<file path="config.mk">
export PLATFORM = sky130hd
export DESIGN_NAME = mod_reduce_seq
export DESIGN_NICKNAME = d
export VERILOG_FILES = /design/src/rtl/ec_field_pkg.sv /design/src/rtl/mod_sub_step.sv /design/src/rtl/mod_reduce_seq.sv
export SDC_FILE = /design/constraint.sdc
export NUM_CORES = 1
export LEC_CHECK = 0
export ABC_AREA = 1
export CAP_MARGIN = 5
export CORE_MARGIN = 3
export CORE_UTILIZATION = 40
export CTS_BUF_LIST = sky130_fd_sc_hd__clkbuf_4 sky130_fd_sc_hd__clkbuf_8 sky130_fd_sc_hd__clkbuf_16
export DETAILED_ROUTE_END_ITERATION = 7
export PLACE_DENSITY = 0.69
export SKIP_LAST_GASP = 1
export SLEW_MARGIN = 20
export SYNTH_ARGS = -nofsm -noshare
export SYNTH_HDL_FRONTEND = slang
export SYNTH_SLANG_ARGS = --single-unit
</file>
<file path="constraint.sdc">
create_clock -name clk -period 3.5 [get_ports clk]
set_input_delay 0.7 -clock clk [delete_from_list [all_inputs] [get_ports clk]]
set_output_delay 0.7 -clock clk [all_outputs]
set_load 0.005 [all_outputs]
</file>
<file path="src/rtl/ec_field_pkg.sv">
// Shared types and helpers for the EC field-arithmetic datapath blocks.
package ec_field_pkg;

   typedef enum logic [1:0] {
      IDLE,
      DIV,
      FIX,
      DONE
   } modred_state_t;

   localparam int DEFAULT_MODULUS = 17;

   // Ceiling log2 for elaboration-time width sizing.
   function automatic int clog2(input int value);
      int result;
      int v;
      result = 0;
      v      = value - 1;
      while (v > 0) begin
         result++;
         v = v >> 1;
      end
      return result;
   endfunction

endpackage

</file>
<file path="src/rtl/mod_sub_step.sv">
// One restoring-division step: shift the next dividend bit into the
// remainder and subtract the modulus when it fits.
module mod_sub_step
   import ec_field_pkg::*;
#(
   parameter int MOD_W = 8
) (
   input  logic [MOD_W:0]   rem_i,
   input  logic             bit_i,
   input  logic [MOD_W-1:0] mod_i,
   output logic [MOD_W:0]   rem_o
);

   logic [MOD_W+1:0] shifted;
   logic [MOD_W+1:0] mod_ext;

   assign shifted = {rem_i, bit_i};
   assign mod_ext = {2'b00, mod_i};

   // NOTE: every output of a combinational block is assigned on every path,
   // so no latch can be inferred.
   always_comb begin
      if (shifted >= mod_ext) begin
         rem_o = (MOD_W+1)'(shifted - mod_ext);
      end else begin
         rem_o = shifted[MOD_W:0];
      end
   end

endmodule

</file>
<file path="src/rtl/mod_reduce_seq.sv">
// Sequential signed modular reducer, one restoring-division bit per clock.
// Define MOD_RUNTIME_EN to take the modulus from port mod_in at acceptance.
module mod_reduce_seq
   import ec_field_pkg::*;
#(
   parameter int DATA_W  = 64,
   parameter int MOD_W   = 8,
   parameter int MODULUS = DEFAULT_MODULUS
) (
   input  logic              clk,
   input  logic              rst,
   input  logic              in_valid,
   output logic              in_ready,
   input  logic [DATA_W-1:0] in_data,
`ifdef MOD_RUNTIME_EN
   input  logic [MOD_W-1:0]  mod_in,
`endif
   output logic              out_valid,
   input  logic              out_ready,
   output logic [DATA_W-1:0] out_data
);

   localparam int CNT_W = (clog2(DATA_W) < 1) ? 1 : clog2(DATA_W);

   modred_state_t     state_q;
   logic              sign_q;
   logic [DATA_W-1:0] mag_q;
   logic [MOD_W:0]    rem_q;
   logic [CNT_W-1:0]  cnt_q;
   logic              out_valid_q;
   logic [DATA_W-1:0] out_data_q;

   logic [MOD_W-1:0]  mod_val;
   logic [MOD_W:0]    rem_d;
   logic [MOD_W:0]    res_d;
   logic [DATA_W-1:0] mag_neg;

`ifdef MOD_RUNTIME_EN
   logic [MOD_W-1:0]  mod_q;
   assign mod_val = mod_q;
`else
   assign mod_val = MOD_W'(MODULUS);
`endif

   // The most negative input maps to 2**(DATA_W-1), which is exact unsigned.
   assign mag_neg = -in_data;

   mod_sub_step #(
      .MOD_W (MOD_W)
   ) u_step (
      .rem_i (rem_q),
      .bit_i (mag_q[DATA_W-1]),
      .mod_i (mod_val),
      .rem_o (rem_d)
   );

   // Negative inputs fold to M-rem, except exact multiples, which stay 0.
   always_comb begin
      res_d = rem_q;
      if (mod_val == '0) begin
         res_d = '0;
      end else if (sign_q && (rem_q != '0)) begin
         res_d = {1'b0, mod_val} - rem_q;
      end
   end

   // NOTE: sequential state uses non-blocking assignments only, so every
   // register samples the pre-edge values of the others.
   always_ff @(posedge clk or posedge rst) begin
      if (rst) begin
         state_q     <= IDLE;
         sign_q      <= 1'b0;
         mag_q       <= '0;
         rem_q       <= '0;
         cnt_q       <= '0;
         out_valid_q <= 1'b0;
         out_data_q  <= '0;
`ifdef MOD_RUNTIME_EN
         mod_q       <= '0;
`endif
      end else begin
         case (state_q)
            IDLE: begin
               if (in_valid) begin
                  sign_q  <= in_data[DATA_W-1];
                  mag_q   <= in_data[DATA_W-1] ? mag_neg : in_data;
                  rem_q   <= '0;
                  cnt_q   <= CNT_W'(DATA_W - 1);
`ifdef MOD_RUNTIME_EN
                  mod_q   <= mod_in;
`endif
                  state_q <= DIV;
               end
            end
            DIV: begin
               rem_q <= rem_d;
               mag_q <= {mag_q[DATA_W-2:0], 1'b0};
               cnt_q <= cnt_q - CNT_W'(1);
               if (cnt_q == '0) begin
                  state_q <= FIX;
               end
            end
            FIX: begin
               out_data_q  <= DATA_W'(res_d);
               out_valid_q <= 1'b1;
               state_q     <= DONE;
            end
            DONE: begin
               if (out_ready) begin
                  out_valid_q <= 1'b0;
                  state_q     <= IDLE;
               end
            end
            default: state_q <= IDLE;
         endcase
      end
   end

   assign in_ready  = (state_q == IDLE);
   assign out_valid = out_valid_q;
   assign out_data  = out_data_q;

endmodule

</file>
==> impl_metrics.yaml <==
run_status:
  status: "finished, final reports clean"
power:
  pwr-share-seq_pct: 32.1
  peakVddDrop_mv: 0.450
  p_per_area_nw_per_um2: 667
  combPwrFrac_pct: 47.1
  p_clk_share_pct: 20.8
  p_leak_nw: 4.08
  p_switching_mw: 2.35
  switching_share_pct: 41.8
  internal_power_mw: 3.28
logic_synthesis:
  synthTopCellsByArea: "dfrtp_1 (31%), nand2_1 (18%), nor2_1 (8.6%)"
  synthFlopType: "dfrtp_1"
  synth_edf_count: 0
  async_reset_ff_share_pct: 100
  yosysWarnings: 0
  yosysSeqAreaShare_pct: 31.5
  ys_types: 41
  avgSynthCellArea_um2: 6.29
  synth_area_leader_cell: "dfrtp_1"
  netlist_instances: 1162
  synth_top_area_share_pct: 31.5
  syn_area_um2: 7310
  synth_commonest_cells: "nand2_1 (347), nor2_1 (168), inv_1 (140)"
  synth.most_common_cell: "nand2_1"
  ys_seq_elements: 92
finish:
  multi_input_area_um2: 4080
  layout-drive-gt1-share_pct: 4.71
  fill_cells: 1873
  fin_nets: 1304
  syn2layout_area_growth_pct: 15.6
  final_util_pct: 48.0
  antennaDiodeCount: 0
  regArea_um2: 2300
global_routing:
  grt_pass1_wl_um: 34900
  busiest_layer: "met2"
  gr-total-overflow: 0
  use_met3_pct: 4.27
  gr-usage-met1_pct: 32.0
  grt_use_met2_pct: 33.2
  grt_usage_pct: 21.8
  grt_max_degree: 93
  grt_antenna_before_repair: 0
  first_global_vias: 6694
clock_network:
  cts-root-buf: "clkbuf_16"
  cts_made_buffers: 9
  cts_setup_buffers: 0
  cts_resized: 0
  clk_pin_slew_ns: 0.07
  cts_hold_buf: 0
  ctsHtreeMaxLevel: 3
  clk_path_buf_depth: 2
  clkSinkCount: 92
  clock_latency_ns: 0.35
  cts_tree: "built"
setup_path:
  worstPathMaxFanout: 33
  worstReg2RegEnd: "mag_q[9]$_DFFE_PP0P_"
  critPathTopFamily: "compound AO/OA/AOI/OAI gates"
  cp-end-kind: "flip-flop"
  r2r-start: "state_q[0]$_DFFE_PP0P_"
  path_cells: "inv_1 -> ha_1 -> o21ai_4 -> inv_2 -> buf_4 -> a21oi_1 -> a21oi_1"
  cp_slowest_stage_delay_ns: 0.66
  critPathKind: "flip-flop to flip-flop"
  crit_buf_inv: 3
  worst-path-stages: 7
  cp.required_ns: 3.74
  cp-start-kind: "flip-flop"
  cp_slowest_cell: "o21ai_4"
  startpoint: "state_q[0]$_DFFE_PP0P_"
  crit_end: "mag_q[9]$_DFFE_PP0P_"
  reg2reg_slack_ns: 0.95
  cp_common_cell: "a21oi_1"
  crit_arrival_ns: 2.79
  rr_worst_depth: 7
floorplan:
  ios: 134
  die-area_um2: 19900
  num_rows: 48
  initial_core_util_pct: 41.6
  fp.dieW_um: 141
  die_h_um: 141
  core_area_um2: 17600
timing:
  slew_viol_final: 0
  worstMarginPinSlew_ns: 0.766
  clock_skew_ns: 0.00577
  rsz0062_at_grt: "no"
  setup_violations: 0
  fin_crit_ns: 2.55
  fin_tns_setup_ns: 0
  post-route-period-util_pct: 73.0
  relSlewSlack_pct: 48.7
  hold_viol_final: 0
  fmax_ghz: 0.392
detailed_routing:
  antenna_left: 0
  vias: 7364
  drt_first_pass_iters: 6
  drt_iter0_drc: 764
  drt-vias-per-instance: 5.06
  drt-total-wl_um: 21500
  drc: 0
  routedWlPerCell_um: 14.8
placed_design:
  portBuffers: 78
  hpwl_um: 16400
  routabilityCongestion: 0.957
flow_run:
  drv_cap: 0
worst_hold_path:
  hp-class: "flip-flop to flip-flop"
[power groups by stage]
stage | Clock [mW] | Combinational [mW] | Sequential [mW]
after floorplan | 0 | 1.99 | 1.76
after global placement | 0 | 2.58 | 1.81
after detailed placement | 0 | 2.64 | 1.82
after CTS | 1.19 | 2.65 | 1.81
after global routing | 1.23 | 3.07 | 1.87
final | 1.17 | 2.65 | 1.81
[cells by family (layout without fill, tap and decap cells)]
kind of cell | after synthesis | in the layout | synth area share, %
compound gates | 164 | 164 | 13.3
other cells | 1 | 55 | 0.0513
flops | 92 | 92 | 31.5
xor+xnor | 12 | 12 | 1.44
simple gates | 648 | 648 | 36.5
buf+inv | 235 | 250 | 15.6
fa+ha+maj | 10 | 10 | 1.71
[worst min-delay path: cells and delay by family, from the launching register on]
family	cells	cell delay [ns]
flops	1	0.34
simple gates	2	0.11
[layer usage]
| layer | vias to the layer above | part of all wire (%) |
|---|---|---|
| li1 | 3705 | - |
| met1 | 3334 | 47 |
| met2 | 299 | 43 |
| met3 | 26 | 8.2 |
| met4 | 0 | 1.7 |
| met5 | - | 0 |
[layout by cell type (no fill, tap or decap), types with 3 or more instances in the layout]
master	n
ha_1	10
bufinv_16	3
nor2_2	7
nand4_1	8
conb_1	55
clkdlybuf4s50_1	77
dfrtp_1	92
nand2_2	4
clkbuf_16	9
nor2_1	167
buf_4	6
o21ai_2	4
nand2_1	347
inv_1	139
nor3_1	3
o21ai_4	3
xor2_1	11
o22ai_1	34
o21ai_0	51
buf_12	3
inv_2	6
o21bai_1	8
nand3_1	96
a21oi_1	47
o21ai_1	6
nand3b_1	10
[worst min-delay path by stage]
| stage | from | endpoint | cells after the start |
|---|---|---|---|
| final | out_data[8]$_DFFE_PP0P_ | out_data[8]$_DFFE_PP0P_ | 2 |
| after global placement | out_data[7]$_DFFE_PP0P_ | out_data[7]$_DFFE_PP0P_ | 2 |
| after global routing | mag_q[19]$_DFFE_PP0P_ | mag_q[19]$_DFFE_PP0P_ | 2 |
| after CTS | mag_q[26]$_DFFE_PP0P_ | mag_q[26]$_DFFE_PP0P_ | 2 |
| after floorplan | mag_q[1]$_DFFE_PP0P_ | mag_q[1]$_DFFE_PP0P_ | 2 |
| after detailed placement | mag_q[26]$_DFFE_PP0P_ | mag_q[26]$_DFFE_PP0P_ | 2 |
[per-stage QoR]
step / instances / area, µm² / setup slack (ns) / power, mW / hold WS, ns
after global placement: 1440 / 8100 / 0.763 / 4.40 / 0.462
after CTS: 1456 / 8450 / 0.937 / 5.65 / 0.485
final: 1456 / 8450 / 0.946 / 5.63 / 0.480
after detailed placement: 1440 / 8100 / 0.746 / 4.46 / 0.465
after global routing: 1456 / 8450 / 0.622 / 6.16 / 0.506
after floorplan: 1216 / 7520 / 0.408 / 3.76 / 0.448
[state kept, by name, summed over array words and instances, names as in the netlist]
register   flops
sign_q         1
mag_q         64
rem_q          9
out_valid      1
cnt_q          6
out_data       9
state_q        2
[final cells by class]
cell class              instances  area share, %
clock inverters                 6           1.38
flip-flops and latches         92           27.2
inverters                     147           6.54
multi-input cells             889           48.3
well taps                     225           3.33
clock buffers                  10           2.83
repair buffers                 87           10.4
No activity file was read; power rests on OpenSTA's default activity.
